==> config.mk <==
export PLATFORM = sky130hd
export DESIGN_NAME = exe_stage_mc_flat
export DESIGN_NICKNAME = d
export VERILOG_FILES = /design/src/rtl/exe_stage_mc_if.sv /design/src/rtl/exe_stage_mc.sv /design/src/flat_wrapper.sv
export SDC_FILE = /design/constraint.sdc
export NUM_CORES = 1
export LEC_CHECK = 0
export CORE_MARGIN = 2
export CORE_UTILIZATION = 65
export CTS_CLUSTER_DIAMETER = 40
export CTS_CLUSTER_SIZE = 20
export DETAILED_ROUTE_END_ITERATION = 16
export DONT_BUFFER_PORTS = 1
export PLACE_DENSITY = 0.81
export SLEW_MARGIN = 5
export SYNTH_ARGS = -nofsm -noshare
export SYNTH_HDL_FRONTEND = slang
export SYNTH_SLANG_ARGS = --single-unit
==> constraint.sdc <==
create_clock -name clk -period 2 [get_ports clk]
set_clock_uncertainty 0.1 [all_clocks]
set_input_delay 0 -clock clk [delete_from_list [all_inputs] [get_ports clk]]
set_output_delay 0 -clock clk [all_outputs]
set_load 0.05 [all_outputs]
==> src/rtl/exe_stage_mc_if.sv <==
// exe_stage_mc_if: bundle of the ID/EX-side and EX/MEM-side signals of the
// execute stage. The stage itself uses the slave modport. The driver, which is
// the decode/memory environment or a testbench, uses the master modport.
interface exe_stage_mc_if #(
    parameter int DATA_W  = 8,
    parameter int PC_SIZE = 10,
    parameter int IMM_W   = 12
);
    // Upstream handshake and instruction fields
    logic               in_valid;
    logic               in_ready;
    logic [PC_SIZE-1:0] pc_in;
    logic [DATA_W-1:0]  data1;
    logic [DATA_W-1:0]  data2;
    logic [IMM_W-1:0]   immediate;
    logic [9:0]         funct;
    logic [1:0]         alu_op;
    logic               alu_src;
    logic               branch_in;
    logic               mem_read_in;
    logic               mem_to_reg_in;
    logic               mem_write_in;
    logic               reg_write_in;
    logic               flush;

    // Downstream handshake and EX/MEM register contents
    logic               out_valid;
    logic               out_ready;
    logic [PC_SIZE-1:0] pc_jump;
    logic [DATA_W-1:0]  alu_result;
    logic               zero;
    logic               branch_taken;
    logic [DATA_W-1:0]  store_data;
    logic               branch_out;
    logic               mem_read_out;
    logic               mem_to_reg_out;
    logic               mem_write_out;
    logic               reg_write_out;
    logic               busy;

    modport master (
        output in_valid, pc_in, data1, data2, immediate, funct, alu_op, alu_src,
               branch_in, mem_read_in, mem_to_reg_in, mem_write_in, reg_write_in,
               flush, out_ready,
        input  in_ready, out_valid, pc_jump, alu_result, zero, branch_taken,
               store_data, branch_out, mem_read_out, mem_to_reg_out,
               mem_write_out, reg_write_out, busy
    );

    modport slave (
        input  in_valid, pc_in, data1, data2, immediate, funct, alu_op, alu_src,
               branch_in, mem_read_in, mem_to_reg_in, mem_write_in, reg_write_in,
               flush, out_ready,
        output in_ready, out_valid, pc_jump, alu_result, zero, branch_taken,
               store_data, branch_out, mem_read_out, mem_to_reg_out,
               mem_write_out, reg_write_out, busy
    );
endinterface

==> src/rtl/exe_stage_mc.sv <==
// exe_stage_mc: registered RISC-V execute stage with a valid/ready handshake on
// both sides, a decoded ALU, branch-target generation and the EX/MEM register.
// Optional feature macro: EXE_MUL_EN builds the iterative shift-add multiplier
// (one partial product per cycle, DATA_W cycles per MUL). When the macro is
// undefined, MUL decodes as an unknown code and busy is tied low.
module exe_stage_mc #(
    parameter int DATA_W  = 8,
    parameter int PC_SIZE = 10,
    parameter int IMM_W   = 12
) (
    input  logic          clk,
    input  logic          rst_n,
    exe_stage_mc_if.slave bus
);
    localparam int SH_W  = $clog2(DATA_W);
    localparam int MAX_DP = (DATA_W > PC_SIZE) ? DATA_W : PC_SIZE;
    localparam int EXT_W = (IMM_W > MAX_DP) ? IMM_W : MAX_DP;

    typedef enum logic {IDLE, MUL} state_t;

    state_t             state_reg;
    state_t             state_next;

    logic [6:0]         funct7;
    logic [2:0]         funct3;
    logic [EXT_W-1:0]   imm_ext;
    logic               unused_imm_bits;
    logic [DATA_W-1:0]  imm_data;
    logic [PC_SIZE-1:0] imm_pc;
    logic [PC_SIZE-1:0] target_pc;
    logic [DATA_W-1:0]  op_a;
    logic [DATA_W-1:0]  op_b;
    logic [SH_W-1:0]    shamt;
    logic [DATA_W-1:0]  alu_value;
    logic [4:0]         ctrl_in;

    logic               out_free;
    logic               accept;
    logic               single_load;
    logic               mul_done;
    logic               load;
    logic [DATA_W-1:0]  load_result;
    logic [DATA_W-1:0]  load_store;
    logic [PC_SIZE-1:0] load_pc;
    logic [4:0]         load_ctrl;

    logic               out_valid_reg;
    logic [DATA_W-1:0]  result_reg;
    logic               zero_reg;
    logic [PC_SIZE-1:0] pc_jump_reg;
    logic [DATA_W-1:0]  store_reg;
    logic [4:0]         ctrl_reg;

    assign funct7 = bus.funct[9:3];
    assign funct3 = bus.funct[2:0];

    // Sign-extend the immediate once to the widest datapath, then take low bits
    // for the ALU and the PC adder. This also truncates when IMM_W is wider.
    assign imm_ext         = EXT_W'($signed(bus.immediate));
    assign unused_imm_bits = ^imm_ext;
    assign imm_data        = imm_ext[DATA_W-1:0];
    assign imm_pc          = imm_ext[PC_SIZE-1:0];
    assign target_pc       = bus.pc_in + imm_pc;

    assign op_a  = bus.data1;
    assign op_b  = bus.alu_src ? imm_data : bus.data2;
    assign shamt = op_b[SH_W-1:0];

    assign ctrl_in = {bus.branch_in, bus.mem_read_in, bus.mem_to_reg_in,
                      bus.mem_write_in, bus.reg_write_in};

    // Single-cycle ALU. A MUL code yields 0 here because the product comes
    // from the iterative unit instead.
    always_comb begin
        alu_value = '0;
        case (bus.alu_op)
            2'b00: alu_value = op_a + op_b;
            2'b01: alu_value = op_a - op_b;
            2'b11: alu_value = bus.data2;
            default: begin
                case (funct3)
                    3'b000: begin
                        if (funct7 == 7'b0000000) begin
                            alu_value = op_a + op_b;
                        end else if (funct7 == 7'b0100000) begin
                            alu_value = op_a - op_b;
                        end
                    end
                    3'b001: alu_value = op_a << shamt;
                    3'b010: alu_value = {{(DATA_W-1){1'b0}}, ($signed(op_a) < $signed(op_b))};
                    3'b011: alu_value = {{(DATA_W-1){1'b0}}, (op_a < op_b)};
                    3'b100: alu_value = op_a ^ op_b;
                    3'b101: begin
                        if (funct7 == 7'b0000000) begin
                            alu_value = op_a >> shamt;
                        end else if (funct7 == 7'b0100000) begin
                            alu_value = $signed(op_a) >>> shamt;
                        end
                    end
                    3'b110: alu_value = op_a | op_b;
                    default: alu_value = op_a & op_b;
                endcase
            end
        endcase
    end

    // Handshake: the register can take new data when empty or being drained.
    // Flush blocks acceptance so an instruction presented with it is dropped.
    assign out_free     = !out_valid_reg || bus.out_ready;
    assign bus.in_ready = !bus.flush && (state_reg == IDLE) && out_free;
    assign accept       = bus.in_valid && bus.in_ready;

`ifdef EXE_MUL_EN
    localparam int CNT_W = $clog2(DATA_W);
    localparam logic [CNT_W-1:0] CNT_LAST = CNT_W'(DATA_W - 1);

    logic               is_mul;
    logic               mul_start;
    logic               mul_step;
    logic [DATA_W-1:0]  mcand_reg;
    logic [DATA_W-1:0]  mplier_reg;
    logic [DATA_W-1:0]  acc_reg;
    logic [DATA_W-1:0]  acc_step;
    logic [CNT_W-1:0]   cnt_reg;
    logic [PC_SIZE-1:0] pend_pc_reg;
    logic [DATA_W-1:0]  pend_store_reg;
    logic [4:0]         pend_ctrl_reg;

    assign is_mul    = (bus.alu_op == 2'b10) && (bus.funct == {7'b0000001, 3'b000});
    assign mul_start = accept && is_mul;
    assign acc_step  = acc_reg + (mplier_reg[0] ? mcand_reg : '0);
    // The last partial product is folded in on the cycle the result loads.
    // If the output is stalled, the counter stays at its last value and the
    // sum is recomputed identically each cycle until the register frees.
    assign mul_step  = (state_reg == MUL) && (cnt_reg != CNT_LAST) && !bus.flush;
    assign mul_done  = (state_reg == MUL) && (cnt_reg == CNT_LAST) && out_free && !bus.flush;
    assign bus.busy  = (state_reg == MUL);

    // Multiplier datapath: latch operands and payload at acceptance, then shift-add.
    always_ff @(posedge clk or negedge rst_n) begin
        if (!rst_n) begin
            mcand_reg      <= '0;
            mplier_reg     <= '0;
            acc_reg        <= '0;
            cnt_reg        <= '0;
            pend_pc_reg    <= '0;
            pend_store_reg <= '0;
            pend_ctrl_reg  <= '0;
        end else if (bus.flush) begin
            cnt_reg <= '0;
        end else if (mul_start) begin
            mcand_reg      <= op_a;
            mplier_reg     <= op_b;
            acc_reg        <= '0;
            cnt_reg        <= '0;
            pend_pc_reg    <= target_pc;
            pend_store_reg <= bus.data2;
            pend_ctrl_reg  <= ctrl_in;
        end else if (mul_step) begin
            acc_reg    <= acc_step;
            mcand_reg  <= mcand_reg << 1;
            mplier_reg <= mplier_reg >> 1;
            cnt_reg    <= cnt_reg + CNT_W'(1);
        end else if (mul_done) begin
            cnt_reg <= '0;
        end
    end

    // Select what the output register captures: the finished product or the
    // single-cycle result of the instruction being accepted now.
    always_comb begin
        load_result = alu_value;
        load_store  = bus.data2;
        load_pc     = target_pc;
        load_ctrl   = ctrl_in;
        if (mul_done) begin
            load_result = acc_step;
            load_store  = pend_store_reg;
            load_pc     = pend_pc_reg;
            load_ctrl   = pend_ctrl_reg;
        end
    end

    // Next-state logic: flush always returns to IDLE.
    always_comb begin
        state_next = state_reg;
        if (bus.flush) begin
            state_next = IDLE;
        end else begin
            case (state_reg)
                IDLE:    if (mul_start) state_next = MUL;
                default: if (mul_done)  state_next = IDLE;
            endcase
        end
    end

    assign single_load = accept && !is_mul;
`else
    assign mul_done    = 1'b0;
    assign bus.busy    = 1'b0;
    assign single_load = accept;

    // Without the multiplier, every accepted instruction loads directly.
    always_comb begin
        load_result = alu_value;
        load_store  = bus.data2;
        load_pc     = target_pc;
        load_ctrl   = ctrl_in;
    end

    // Without the multiplier, the FSM never leaves IDLE.
    always_comb begin
        state_next = IDLE;
    end
`endif

    assign load = single_load || mul_done;

    // FSM state register.
    always_ff @(posedge clk or negedge rst_n) begin
        if (!rst_n) begin
            state_reg <= IDLE;
        end else begin
            state_reg <= state_next;
        end
    end

    // EX/MEM register. Flush wins over everything, then loading, then draining.
    always_ff @(posedge clk or negedge rst_n) begin
        if (!rst_n) begin
            out_valid_reg <= 1'b0;
            result_reg    <= '0;
            zero_reg      <= 1'b0;
            pc_jump_reg   <= '0;
            store_reg     <= '0;
            ctrl_reg      <= '0;
        end else if (bus.flush) begin
            out_valid_reg <= 1'b0;
        end else if (load) begin
            out_valid_reg <= 1'b1;
            result_reg    <= load_result;
            zero_reg      <= (load_result == '0);
            pc_jump_reg   <= load_pc;
            store_reg     <= load_store;
            ctrl_reg      <= load_ctrl;
        end else if (bus.out_ready) begin
            out_valid_reg <= 1'b0;
        end
    end

    assign bus.out_valid      = out_valid_reg;
    assign bus.alu_result     = result_reg;
    assign bus.zero           = zero_reg;
    assign bus.pc_jump        = pc_jump_reg;
    assign bus.store_data     = store_reg;
    assign bus.branch_out     = ctrl_reg[4];
    assign bus.mem_read_out   = ctrl_reg[3];
    assign bus.mem_to_reg_out = ctrl_reg[2];
    assign bus.mem_write_out  = ctrl_reg[1];
    assign bus.reg_write_out  = ctrl_reg[0];
    assign bus.branch_taken   = ctrl_reg[4] & zero_reg;
endmodule

==> src/flat_wrapper.sv <==
// flat-port wrapper written by rule: the top's interface ports become plain ports
module exe_stage_mc_flat 
#(
    parameter int DATA_W  = 8,
    parameter int PC_SIZE = 10,
    parameter int IMM_W   = 12
)
  (clk, rst_n, bus_in_valid, bus_pc_in, bus_data1, bus_data2, bus_immediate, bus_funct, bus_alu_op, bus_alu_src, bus_branch_in, bus_mem_read_in, bus_mem_to_reg_in, bus_mem_write_in, bus_reg_write_in, bus_flush, bus_out_ready, bus_in_ready, bus_out_valid, bus_pc_jump, bus_alu_result, bus_zero, bus_branch_taken, bus_store_data, bus_branch_out, bus_mem_read_out, bus_mem_to_reg_out, bus_mem_write_out, bus_reg_write_out, bus_busy);
  exe_stage_mc_if #(.DATA_W(DATA_W), .PC_SIZE(PC_SIZE), .IMM_W(IMM_W)) bus_i ();
  input  logic clk;
  input  logic rst_n;
  input wire logic [$bits(bus_i.in_valid)-1:0] bus_in_valid;
  input wire logic [$bits(bus_i.pc_in)-1:0] bus_pc_in;
  input wire logic [$bits(bus_i.data1)-1:0] bus_data1;
  input wire logic [$bits(bus_i.data2)-1:0] bus_data2;
  input wire logic [$bits(bus_i.immediate)-1:0] bus_immediate;
  input wire logic [$bits(bus_i.funct)-1:0] bus_funct;
  input wire logic [$bits(bus_i.alu_op)-1:0] bus_alu_op;
  input wire logic [$bits(bus_i.alu_src)-1:0] bus_alu_src;
  input wire logic [$bits(bus_i.branch_in)-1:0] bus_branch_in;
  input wire logic [$bits(bus_i.mem_read_in)-1:0] bus_mem_read_in;
  input wire logic [$bits(bus_i.mem_to_reg_in)-1:0] bus_mem_to_reg_in;
  input wire logic [$bits(bus_i.mem_write_in)-1:0] bus_mem_write_in;
  input wire logic [$bits(bus_i.reg_write_in)-1:0] bus_reg_write_in;
  input wire logic [$bits(bus_i.flush)-1:0] bus_flush;
  input wire logic [$bits(bus_i.out_ready)-1:0] bus_out_ready;
  output wire logic [$bits(bus_i.in_ready)-1:0] bus_in_ready;
  output wire logic [$bits(bus_i.out_valid)-1:0] bus_out_valid;
  output wire logic [$bits(bus_i.pc_jump)-1:0] bus_pc_jump;
  output wire logic [$bits(bus_i.alu_result)-1:0] bus_alu_result;
  output wire logic [$bits(bus_i.zero)-1:0] bus_zero;
  output wire logic [$bits(bus_i.branch_taken)-1:0] bus_branch_taken;
  output wire logic [$bits(bus_i.store_data)-1:0] bus_store_data;
  output wire logic [$bits(bus_i.branch_out)-1:0] bus_branch_out;
  output wire logic [$bits(bus_i.mem_read_out)-1:0] bus_mem_read_out;
  output wire logic [$bits(bus_i.mem_to_reg_out)-1:0] bus_mem_to_reg_out;
  output wire logic [$bits(bus_i.mem_write_out)-1:0] bus_mem_write_out;
  output wire logic [$bits(bus_i.reg_write_out)-1:0] bus_reg_write_out;
  output wire logic [$bits(bus_i.busy)-1:0] bus_busy;
  assign bus_i.in_valid = bus_in_valid;
  assign bus_i.pc_in = bus_pc_in;
  assign bus_i.data1 = bus_data1;
  assign bus_i.data2 = bus_data2;
  assign bus_i.immediate = bus_immediate;
  assign bus_i.funct = bus_funct;
  assign bus_i.alu_op = bus_alu_op;
  assign bus_i.alu_src = bus_alu_src;
  assign bus_i.branch_in = bus_branch_in;
  assign bus_i.mem_read_in = bus_mem_read_in;
  assign bus_i.mem_to_reg_in = bus_mem_to_reg_in;
  assign bus_i.mem_write_in = bus_mem_write_in;
  assign bus_i.reg_write_in = bus_reg_write_in;
  assign bus_i.flush = bus_flush;
  assign bus_i.out_ready = bus_out_ready;
  assign bus_in_ready = bus_i.in_ready;
  assign bus_out_valid = bus_i.out_valid;
  assign bus_pc_jump = bus_i.pc_jump;
  assign bus_alu_result = bus_i.alu_result;
  assign bus_zero = bus_i.zero;
  assign bus_branch_taken = bus_i.branch_taken;
  assign bus_store_data = bus_i.store_data;
  assign bus_branch_out = bus_i.branch_out;
  assign bus_mem_read_out = bus_i.mem_read_out;
  assign bus_mem_to_reg_out = bus_i.mem_to_reg_out;
  assign bus_mem_write_out = bus_i.mem_write_out;
  assign bus_reg_write_out = bus_i.reg_write_out;
  assign bus_busy = bus_i.busy;
  exe_stage_mc #(.DATA_W(DATA_W), .PC_SIZE(PC_SIZE), .IMM_W(IMM_W)) u_core (.clk(clk), .rst_n(rst_n), .bus(bus_i));
endmodule
# After elaboration in Yosys (flattened, before gate mapping)
# Index checks and enable logic that the tools add are counted.
# op_classes
n_addsub	3
magnitude_cmp	2
eq_ne	9
shifts	3
n_mux	10
bitwise	5
n_reduce_logical	11
# ops
op	n
8-bit case mux with 7 select lines	1
8-bit 2-to-1 mux	5
8-bit case mux with 3 select lines	1
8-bit < comparator	2
10-bit adder	1
3-bit equality test (second input constant)	3
8-bit adder	1
8-bit bitwise AND	1
8-bit zero test	1
8-bit OR	1
8-bit by 3-bit left shift with 8-bit output	1
8-bit by 3-bit right shift with 8-bit output	1
8-bit by 3-bit >>> shifter with 8-bit output	1
8-bit subtractor	1
8-bit XOR	1
7-bit by 6-bit equality test with 1-bit output (second input constant)	1
7-bit zero test	1
3-bit by 2-bit equality test with 1-bit output (second input constant)	2
3-bit by 1-bit equality test with 1-bit output (second input constant)	1
3-bit zero test	1
1-bit 2-to-1 mux	3
3-bit nonzero test	1
2-bit by 1-bit equality test with 1-bit output (second input constant)	1
2-bit equality test (second input constant)	1
other kinds (7)	9
# totals
reg_bits	33
in_bits	61
output_inout_bits	36

# Longest topological paths before layout
# logic_depth
ltp_word	7
mapped_depth	15

# Least setup slack after synthesis
# No wires, ideal clock.
# synth_timing
kind	input-to-reg
startpoint	input bus_alu_src
endpoint	register u_core.zero_reg, in the netlist u_core.bus.zero
arrival_ps	2902
t_required_ps	1796
path_slack_ps	-1106
cell_stages	14
n_path_buf	2
path_cell_list	buf_6 -> mux2i_4 -> inv_1 -> buf_2 -> ha_1 -> fa_1 -> o21ba_2 -> o21bai_1 -> nand2b_1 -> a311oi_1 -> xnor2_1 -> a2bb2oi_1 -> o21ai_1 -> o41ai_2
# synth_via
elab_chain_cells	7
# synth_lines
element	line	text
start: declaration	flat_wrapper.sv:19	input wire logic [$bits(bus_i.alu_src)-1:0] bus_alu_src;
8-bit 2-to-1 mux *	exe_stage_mc.sv:66	assign op_b = bus.alu_src ? imm_data : bus.data2;
8-bit subtractor / 8-bit by 3-bit >>> shifter with 8-bit output (equally long branches)	exe_stage_mc.sv:78, exe_stage_mc.sv:86, exe_stage_mc.sv:97	
8-bit 2-to-1 mux (on tied branches)	exe_stage_mc.sv:85, exe_stage_mc.sv:96	
8-bit 2-to-1 mux (on tied branches)	exe_stage_mc.sv:83, exe_stage_mc.sv:94	
8-bit case mux with 7 select lines	exe_stage_mc.sv:81	case (funct3)
8-bit case mux with 3 select lines *	exe_stage_mc.sv:76	case (bus.alu_op)
8-bit zero test *	exe_stage_mc.sv:242	zero_reg <= (load_result == '0);
end signal: assignment	exe_stage_mc.sv:242	
end: declaration	exe_stage_mc.sv:49	logic zero_reg;
# Every way passes the cells marked *; elsewhere a longest branch is shown, timed or not.
# A chain may end at the register's enable or synchronous reset.

# Worst setup path after layout
# Ends and elaborated chain as after synthesis.

==> impl_metrics.tcl <==
set metrics [dict create \
    critPathLaunchType "input port" \
    finalWorstSetupSlack_ns -0.475 \
    hold_path.class "in2reg" \
    viasPerCell 7.67 \
    setup_tns_ns -2.00 \
    worstSkewPairLatency_ns 0.30 \
    p_switching_uw 1660 \
    placed_cell_area_sq_mm 0.00454 \
    grt_setup_unrepaired "yes" \
    p_clk_share_pct 19.6 \
    num-nets-final 681 \
    fmax_mhz 404 \
    grt_use_total_pct 49.1 \
    use_met3_pct 16.2 \
    timing.critical_path.required_ns 2.09 \
    cp.depth 13 \
    hpwl_mm 10.7 \
    slew_headroom_pct 60.4 \
    p_seq_share_pct 37.3 \
    die_h_um 80.8 \
    areaGrowthSynthToFinish_pct 34.1 \
    irDropWorstVdd_uv 734 \
    power.internal_uw 1870 \
    cp_common_cell "inv_2" \
    yosysWarnings 0 \
    start_util_pct 68.3 \
    final_cell_mix "93 x buf_4, 83 x nand2_1, 33 x ha_1" \
    die_area_sq_mm 0.00652 \
    clk_pin_slew_ns 0.07 \
    synth_area_leader_cell "dfrtp_1" \
    cts_buffers 5 \
    drtPass1Iterations 12 \
    ys_seq_area_share_pct 21.6 \
    crit_start "bus_alu_src" \
    hold_violations 0 \
    drive_above_1_share_pct 28.4 \
    synth_top_cell_area_share_pct 21.6 \
    htreeDepth 2 \
    grt_max_degree 42 \
    top_usage_layer "met2" \
    grt_pass1_vias 4391 \
    syn-cell-area_sq_mm 0.00383 \
    p_sw_share_pct 47.0 \
    syn_avg_cell_area_sq_um 8.06 \
    period_share_pct 124 \
    r2r_setup_slack_ns 0.16 \
    ys_ff_latch 33 \
    end_kind "flop" \
    io_buffers 0 \
    grt_first_pass_wirelength_mm 23.7 \
    final_common_cell "buf_4" \
    worst_pin_slew_ns 0.594 \
    clk_path_buf_depth 2 \
    combinationalPowerShare_pct 43.2 \
    grt-ovfl-total 0 \
    gr-usage-met2_pct 76.5 \
    reg2reg_from "u_core.bus.out_valid" \
    synth-edff-count 0 \
    cts_tree "built" \
    setup_violations 9 \
    drc_errors 0 \
    timing.hold.ws_ns 0.00635 \
    wl_per_cell_um 28.2 \
    drt_iter0_markers 1042 \
    synth_ff_type "dfrtp_1" \
    cts.sinks 33 \
    critical_path.endpoint "u_core.bus.zero" \
    rr_worst_depth 5 \
    cp.arrival_ns 2.57 \
    power.total_uw 3530 \
    synthTopCellsByArea "dfrtp_1 22%, ha_1 12%, nand2_1 8.2%" \
    io_pins 97 \
    critPathMaxFanout 10 \
    p_leak_uw 0.00242 \
    die_w_um 80.8 \
    outcome "finished with violations" \
    row_count 27 \
    fin_area_sq_mm 0.00513 \
    violations "negative setup slack" \
    antenna_found_initial 0 \
    antennaDiodeCount 0 \
    worst_path_max_delay_cell "fa_2" \
    wl_mm 18.4 \
    core_sq_mm 0.00561 \
    gr-usage-met1_pct 60.5 \
    period_needed_ns 2.48 \
    cts-root-buf "clkbuf_8" \
    critical_path.top_delay_family "compound AO/OA/AOI/OAI gates" \
    power_density_mw_per_mm2 688 \
    drv_slew 0 \
    critPathBufInv 2 \
    syn_nets 577 \
    ant_nets 0 \
    cp_slowest_stage_delay_ns 0.37 \
    synthDistinctLibCells 68 \
    maxCapViolCount 0 \
    globalplace.congestion 1.07 \
    crit_chain "mux2i_4, inv_2, ha_2, inv_2, fa_2, nor2b_1, o22ai_1, xnor2_1, mux2i_1, o211ai_1, a21oi_2, nand4bb_1, o41ai_2" \
    largest_reg_flops 10 \
    synth_cells 475 \
    async_flop_share_pct 100 \
    path_class "in2reg" \
    r2r-end "u_core.bus.pc_jump[5]" \
    vias 5002 \
]
[worst min-delay path by stage]
stage	start	end	slack [ns]	depth (start not counted)
finish	bus_pc_in[7]	u_core.bus.pc_jump[7]	0.006	3
floorplan	rst_n	u_core.bus.alu_result[0]	-0.40	0
detailed placement	rst_n	u_core.bus.out_valid	-0.39	0
global route	bus_alu_op[1]	u_core.bus.alu_result[4]	0.03	4
CTS	bus_pc_in[7]	u_core.bus.pc_jump[7]	0.006	3
global placement	rst_n	u_core.ctrl_reg[2]	-0.40	0
[cells in the mapped netlist (all sizes together), types with 3 or more instances]
cell type,n
nand2,84
a22o,6
a2bb2oi,4
xnor2,10
clkbuf,16
nand3,5
nor3,8
o21ai,36
mux2i,29
o211ai,4
mux2,4
and2,3
nor2,26
nor2b,8
o21a,6
a21o,9
nand4,3
or2,4
a21boi,4
a211oi,4
a31oi,7
fa,3
nor4,3
dfrtp,33
nand2b,12
xor2,8
a21oi,21
inv,27
a22oi,3
ha,38
o21bai,3
buf,6
o31ai,4
[cells by family after synthesis]
group | Yosys count | share of synthesized area [%]
AO/OA/AOI/OAI | 133 | 23.9
AND/OR/NAND/NOR | 166 | 20.3
adder cells (fa/ha/maj) | 41 | 14.0
multiplexers | 34 | 10.4
flip-flops | 33 | 21.6
other | 1 | 0.0979
XOR/XNOR | 18 | 4.12
buffers and inverters | 49 | 5.62
[tightest hold or removal path: stages]
cell     delay (ns)
ha_1           0.15
xor2_1         0.08
o21ai_0        0.13
[layer usage]
layer  vias up  part of all wire [%]  wire length [um]
met3       253                    16              3030
met4         2                    11              2080
met1      2216                    31              5670
met5         -                  0.15                27
met2       636                    41              7590
li1       1895                     -                 -
[final cells by class]
type | count | area, sq um
Clock buffer | 7 | 86.3
Fill cell | 209 | 473
Sequential cell | 33 | 827
Clock inverter | 1 | 30.0
Inverter | 27 | 104
Multi-Input combinational cell | 393 | 3020
Timing Repair Buffer | 119 | 973
Tap cell | 72 | 90.1
[through the flow]
stage | std cells | setup WS, ns | utilization [%]
after CTS | 643 | -0.342 | 87.7
after floorplan | 475 | -0.874 | -
after detailed placement | 613 | -0.675 | 80.9
after global routing | 652 | -0.601 | 91.6
final | 652 | -0.475 | 91.6
after global placement | 613 | -0.475 | 80.9
[power by group through the flow]
stage	registers [uW]	clock network, uW	logic [uW]
detailed placement	1310	0	1150
CTS	1300	663	1250
global route	1320	705	1580
finish	1320	691	1530
global placement	1310	0	1100
floorplan	1300	0	757
[repair_timing]
action                     4_1_cts  5_1_grt
pin swaps                        6       18
hold buffers                    21        1
setup buffers                    1       10
resized for setup                9       33
hold endpoints to repair        51        1
setup endpoints to repair        6        9
Note: power is estimated with default switching activity, not from simulation.
